==> config.mk <==
export PLATFORM = sky130hd
export DESIGN_NAME = mandelbrot_scan_engine
export DESIGN_NICKNAME = d
export VERILOG_FILES = /design/src/rtl/mandelbrot_scan_engine.sv
export SDC_FILE = /design/constraint.sdc
export NUM_CORES = 1
export LEC_CHECK = 0
export CAP_MARGIN = 20
export CORE_ASPECT_RATIO = 0.8
export CORE_MARGIN = 1.5
export CORE_UTILIZATION = 59
export CTS_BUF_LIST = sky130_fd_sc_hd__clkbuf_4
export DETAILED_ROUTE_END_ITERATION = 12
export PLACE_DENSITY_LB_ADDON = 0.08
export SKIP_CTS_REPAIR_TIMING = 1
export SYNTH_ARGS = -nofsm -noshare
export SYNTH_HDL_FRONTEND = slang
export SYNTH_SLANG_ARGS = --single-unit
==> constraint.sdc <==
create_clock -name clk -period 21.1 [get_ports clk]
set_input_delay 2.11 -clock clk [delete_from_list [all_inputs] [get_ports clk]]
set_output_delay 2.11 -clock clk [all_outputs]
set_load 0.03 [all_outputs]
==> src/rtl/mandelbrot_scan_engine.sv <==
`default_nettype none
// ============================================================================
// Module   : mandelbrot_scan_engine
// Brief    : Raster walker with a one-iteration-per-clock fixed-point Mandelbrot /
//            Julia core, streaming per-pixel results over valid/ready.
//            Optional macro MANDEL_ABORT_EN adds an abort input.
// Revision : 1.0 - initial release
// ============================================================================
module mandelbrot_scan_engine #(
    parameter int BITWIDTH  = 10,
    parameter int FRAC_BITS = 7,
    parameter int CTRWIDTH  = 10,
    parameter int OUT_WIDTH = 4,
    parameter int MAX_W     = 320,
    parameter int MAX_H     = 240
) (
    input  logic                          clk,
    input  logic                          reset,
    input  logic                          start,
    output logic                          busy,
    input  logic [$clog2(MAX_W+1)-1:0]    img_w,
    input  logic [$clog2(MAX_H+1)-1:0]    img_h,
    input  logic [CTRWIDTH-1:0]           max_ctr,
    input  logic [$clog2(CTRWIDTH)-1:0]   ctr_shift,
    input  logic [BITWIDTH-1:0]           step_x,
    input  logic [BITWIDTH-1:0]           step_y,
    input  logic [BITWIDTH-1:0]           cr_offset,
    input  logic [BITWIDTH-1:0]           ci_offset,
    input  logic                          julia_mode,
    input  logic [BITWIDTH-1:0]           julia_cr,
    input  logic [BITWIDTH-1:0]           julia_ci,
    output logic                          pix_valid,
    input  logic                          pix_ready,
    output logic [OUT_WIDTH-1:0]          pix_ctr,
    output logic [$clog2(MAX_W)-1:0]      pix_x,
    output logic [$clog2(MAX_H)-1:0]      pix_y,
    output logic                          pix_last,
`ifdef MANDEL_ABORT_EN
    input  logic                          abort,
`endif
    output logic                          frame_done
);

    localparam int c_WW = $clog2(MAX_W + 1);
    localparam int c_HW = $clog2(MAX_H + 1);
    localparam int c_XW = $clog2(MAX_W);
    localparam int c_YW = $clog2(MAX_H);
    localparam int c_SW = $clog2(CTRWIDTH);
    localparam int c_EW = BITWIDTH + 3;
    localparam int c_PW = 2 * BITWIDTH;
    localparam logic [c_PW:0] c_ESC_LIM = (c_PW + 1)'(4 << FRAC_BITS);

    localparam logic [1:0] c_IDLE = 2'd0;
    localparam logic [1:0] c_LOAD = 2'd1;
    localparam logic [1:0] c_ITER = 2'd2;
    localparam logic [1:0] c_OUT  = 2'd3;

    logic w_abort;
`ifdef MANDEL_ABORT_EN
    assign w_abort = abort;
`else
    assign w_abort = 1'b0;
`endif

    logic [1:0]           r_state, w_next_state;
    logic [c_WW-1:0]      r_w;
    logic [c_HW-1:0]      r_h;
    logic [CTRWIDTH-1:0]  r_max_ctr, r_ctr;
    logic [c_SW-1:0]      r_ctr_shift;
    logic [BITWIDTH-1:0]  r_step_x, r_step_y, r_cr_offset, r_julia_cr, r_julia_ci;
    logic                 r_julia_mode, r_ovf, r_frame_done;
    logic [c_XW-1:0]      r_x;
    logic [c_YW-1:0]      r_y;
    logic [BITWIDTH-1:0]  r_pc, r_pi, r_cr, r_ci, r_zr, r_zi;

    // Full-width signed products of the current z
    logic signed [c_PW-1:0] w_zr_w, w_zi_w, w_sq_r, w_sq_i, w_xy;
    logic [c_EW-1:0]        w_zr_next, w_zi_next;
    logic [c_PW:0]          w_mag;
    logic                   w_esc, w_ovf_next, w_iter_done;
    logic                   w_x_end, w_y_end, w_last, w_frame_done;

    assign w_zr_w = {{BITWIDTH{r_zr[BITWIDTH-1]}}, r_zr};
    assign w_zi_w = {{BITWIDTH{r_zi[BITWIDTH-1]}}, r_zi};
    assign w_sq_r = (w_zr_w * w_zr_w) >>> FRAC_BITS;
    assign w_sq_i = (w_zi_w * w_zi_w) >>> FRAC_BITS;
    assign w_xy   = (w_zr_w * w_zi_w) >>> (FRAC_BITS - 1);

    assign w_zr_next = w_sq_r[c_EW-1:0] - w_sq_i[c_EW-1:0] + {{3{r_cr[BITWIDTH-1]}}, r_cr};
    assign w_zi_next = w_xy[c_EW-1:0] + {{3{r_ci[BITWIDTH-1]}}, r_ci};

    // A result fits BITWIDTH signed only if its top bits are pure sign extension
    assign w_ovf_next =
        (w_zr_next[c_EW-1:BITWIDTH-1] != {(c_EW-BITWIDTH+1){w_zr_next[BITWIDTH-1]}}) ||
        (w_zi_next[c_EW-1:BITWIDTH-1] != {(c_EW-BITWIDTH+1){w_zi_next[BITWIDTH-1]}});

    // Squares are non-negative, so an unsigned sum one bit wider cannot overflow
    assign w_mag       = {1'b0, w_sq_r} + {1'b0, w_sq_i};
    assign w_esc       = (w_mag >= c_ESC_LIM);
    assign w_iter_done = w_esc || r_ovf || (r_ctr == r_max_ctr);

    assign w_x_end = (c_WW'(r_x) == r_w - c_WW'(1));
    assign w_y_end = (c_HW'(r_y) == r_h - c_HW'(1));
    assign w_last  = w_x_end && w_y_end;

    assign w_frame_done = ((r_state == c_OUT) && pix_ready && w_last) ||
                          ((r_state != c_IDLE) && w_abort);

    always_ff @(posedge clk or posedge reset) begin
        if (reset) r_state <= c_IDLE;
        else       r_state <= w_next_state;
    end

    always_comb begin
        w_next_state = r_state;
        case (r_state)
            c_IDLE:  if (start) w_next_state = c_LOAD;
            c_LOAD:  w_next_state = c_ITER;
            c_ITER:  if (w_iter_done) w_next_state = c_OUT;
            c_OUT:   if (pix_ready) w_next_state = w_last ? c_IDLE : c_LOAD;
            default: w_next_state = c_IDLE;
        endcase
        if (w_abort && (r_state != c_IDLE)) w_next_state = c_IDLE;
    end

    always_comb begin
        busy      = (r_state != c_IDLE);
        pix_valid = (r_state == c_OUT);
    end

    always_ff @(posedge clk or posedge reset) begin
        if (reset) begin
            r_w <= '0;  r_h <= '0;  r_max_ctr <= '0;  r_ctr_shift <= '0;
            r_step_x <= '0;  r_step_y <= '0;  r_cr_offset <= '0;
            r_julia_mode <= 1'b0;  r_julia_cr <= '0;  r_julia_ci <= '0;
            r_x <= '0;  r_y <= '0;  r_pc <= '0;  r_pi <= '0;
            r_cr <= '0;  r_ci <= '0;  r_zr <= '0;  r_zi <= '0;
            r_ctr <= '0;  r_ovf <= 1'b0;  r_frame_done <= 1'b0;
        end else begin
            r_frame_done <= w_frame_done;
            case (r_state)
                c_IDLE: if (start) begin
                    r_w <= img_w;  r_h <= img_h;
                    r_max_ctr <= max_ctr;  r_ctr_shift <= ctr_shift;
                    r_step_x <= step_x;  r_step_y <= step_y;  r_cr_offset <= cr_offset;
                    r_julia_mode <= julia_mode;  r_julia_cr <= julia_cr;  r_julia_ci <= julia_ci;
                    r_x <= '0;  r_y <= '0;
                    r_pc <= cr_offset;  r_pi <= ci_offset;
                end
                c_LOAD: begin
                    if (r_julia_mode) begin
                        r_cr <= r_julia_cr;  r_ci <= r_julia_ci;
                        r_zr <= r_pc;        r_zi <= r_pi;
                    end else begin
                        r_cr <= r_pc;  r_ci <= r_pi;
                        r_zr <= '0;    r_zi <= '0;
                    end
                    r_ctr <= '0;
                    r_ovf <= 1'b0;
                end
                c_ITER: if (!w_iter_done) begin
                    r_zr  <= w_zr_next[BITWIDTH-1:0];
                    r_zi  <= w_zi_next[BITWIDTH-1:0];
                    r_ctr <= r_ctr + CTRWIDTH'(1);
                    r_ovf <= w_ovf_next;
                end
                c_OUT: if (pix_ready && !w_abort && !w_last) begin
                    if (w_x_end) begin
                        r_x  <= '0;
                        r_y  <= r_y + c_YW'(1);
                        r_pc <= r_cr_offset;
                        r_pi <= r_pi + r_step_y;
                    end else begin
                        r_x  <= r_x + c_XW'(1);
                        r_pc <= r_pc + r_step_x;
                    end
                end
                default: ;
            endcase
        end
    end

    // Counter bits above CTRWIDTH-1 come from the zero padding
    assign pix_ctr    = OUT_WIDTH'({{OUT_WIDTH{1'b0}}, r_ctr} >> r_ctr_shift);
    assign pix_x      = r_x;
    assign pix_y      = r_y;
    assign pix_last   = pix_valid && w_last;
    assign frame_done = r_frame_done;

endmodule
`default_nettype wire

==> summary.txt <==
Status = completed
Initial Util = 60.5%
Drt total wl = 52,800 µm
Worst hold path type = reg2reg
Crit path capture type = flip-flop
Post-synth EDFFs = 0
First-pass GRT wire length = 87,600 µm
Setup CP Type = reg2reg
Die W = 215 µm
CTS tree = yes
Area growth from synthesis to layout = 9.35%
Drt pass-1 iters = 5
Slew at the pin closest to its max-slew limit = 1.02 ns
IO Port Bufs = 120
Sequential share of the synthesized area = 20.4%
Max Buffers Root-to-Sink = 2
Worst slack at placement = 11.46 ns
Detail Route Antenna Nets = 0
Clk_lat worst skew = 0.63 ns
Fin crit share = 46.7%
Synth Net Count = 2,833
CP peak stage delay = 1.00 ns
Fin util = 66.2%
Clock transition at path regs = 0.16 ns
H-tree levels = 4
Top delay family on crit path = adder cells
Ports = 121
Synth Flop Type = dfrtp_1
CTS Buf Count = 17
Total GRT Usage = 29.8%
Largest net degree at the start of global routing = 98
Final Max Tran Viols = 0
Fill cells = 2,948
Asr flop ratio synth = 100%
Post-layout minimum cycle time = 9.85 ns
WP data required = 21.60 ns
Multi-input combinational cell area = 15,000 µm²
WP data arrival = 10.34 ns
Vias in the first global route = 16,400
Relative slew slack = 31.6%
Synth Cell Area = 21,200 µm²
1st-iter DRT viols = 1,111
Commonest non-fill, non-tap cell in the layout = inv_1
Row count = 61
Startpoint Class = flip-flop
Commonest non-fill, non-tap cells in the layout = inv_1, fa_1, ha_1
NumNets Final = 2,907
Sequential cell area = 4330 µm²
MaxCap Viol Count = 0
Synth cell types = 69
WL/cell = 18.6 µm
WP buf/inv = 2
Synth Register Bits = 173
Most used cell, CP = fa_1
Final hold violation count = 0
Final GP Congestion = 0.919
Vias after detailed routing = 15,800
Yosys Warn Count = 0
Core area = 35,100 µm²
# clock sinks = 173
Routed vias/inst = 5.58
Setup tns final = 0 ns
Die footprint = 37,200 µm²
Share of layout cells above drive strength 1 = 6.70%
Mean Syn Cell Area = 9.35 µm²
Flop2flop setup slack = 11.25 ns
Gr ovfl total = 0
Die Ht = 173 µm
Final setup fails = 0
Drt drc = 0
CP Max Fanout = 27
Initial antenna violation count = 2
Detailed Place HPWL = 42,900 µm
Synth Instances = 2,272
Clock Skew = 0.0358 ns
Final WS setup = 11.25 ns
Clock root cell = clkbuf_4
Unrepaired setup endpoints after global routing = false
CP max-delay cell = dfrtp_1
Fmax = 102 MHz
through the flow:
step | hold WS, ns | instances | cell area (µm²)
floorplan | 0.479 | 2272 | 21200
global placement | 0.487 | 2797 | 22800
detailed placement | 0.495 | 2797 | 22800
CTS | 0.532 | 2829 | 23200
global route | 0.546 | 2832 | 23200
finish | 0.529 | 2833 | 23200
synth_stat cells (15+ instances only):
| cell type | count | area [µm²] |
|---|---|---|
| mux2i_1 | 56 | 561 |
| nor2_1 | 151 | 567 |
| nand2b_1 | 17 | 106 |
| inv_1 | 414 | 1550 |
| and2_1 | 55 | 344 |
| a21oi_1 | 110 | 551 |
| o21ai_0 | 69 | 345 |
| ha_1 | 209 | 2620 |
| nor3_1 | 26 | 130 |
| nand4_1 | 15 | 93.8 |
| a21o_1 | 17 | 128 |
| nor2b_1 | 17 | 106 |
| xnor2_1 | 97 | 850 |
| xor2_1 | 44 | 385 |
| dfrtp_1 | 173 | 4330 |
| mux2_2 | 97 | 1090 |
| nand3_1 | 21 | 105 |
| fa_1 | 256 | 5120 |
| clkbuf_1 | 67 | 251 |
| nand2_1 | 190 | 713 |
logic make-up after synthesis:
kind of cell	share of synthesized area (%)
and+or+nand+nor	11.9
buffers and inverters	8.85
adders and majority gates	36.4
AOI/OAI and AO/OA	8.51
DFF	20.4
muxes	7.99
xor gates and xnor gates	5.92
worst paths after layout:
| check | depth (start not counted) | endpoint | start |
|---|---|---|---|
| hold reg to reg | 1 | r_julia_cr[1] | r_julia_cr[1] |
| setup / recovery | 29 | r_zi[3] | r_zi[9] |
| hold / removal | 1 | r_julia_cr[1] | r_julia_cr[1] |
| setup reg to reg | 29 | r_zi[3] | r_zi[9] |
| max in group asynchronous | 4 | pix_x[7] | reset |
| min in group asynchronous | 2 | r_w[6] | reset |
routing by layer:
metal | wire length [µm] | GRT usage [%] | vias up | share of wire [%]
met5 | 0 | 0 | - | 0
met4 | 764 | 5.89 | 0 | 1.4
met3 | 3170 | 5.15 | 47 | 6.0
met2 | 23900 | 46.4 | 409 | 45
met1 | 24900 | 44.0 | 7911 | 47
li1 | - | - | 7446 | -
layout make-up:
type | count | area share [%]
multi-input cells | 1600 | 64.8
flip-flops and latches | 173 | 18.6
inverters | 421 | 6.83
repair buffers | 133 | 5.73
well taps | 472 | 2.54
clock inverters | 15 | 0.937
clock buffers | 17 | 0.549
diodes | 2 | 0.0215
worst register-to-register path, delay by kind of cell (launching register included):
| family | cells | cell delay (ns) |
|---|---|---|
| XOR/XNOR | 2 | 0.52 |
| flip-flops | 1 | 1.00 |
| AO/OA/AOI/OAI | 11 | 2.02 |
| multiplexers | 1 | 0.42 |
| adder cells (fa/ha/maj) | 7 | 2.94 |
| AND/OR/NAND/NOR | 6 | 2.13 |
| buffers and inverters | 2 | 0.72 |
Power is left out: the tool's default activity adds up to more than one toggle a clock period on the data nets, which glitch-free logic cannot reach.
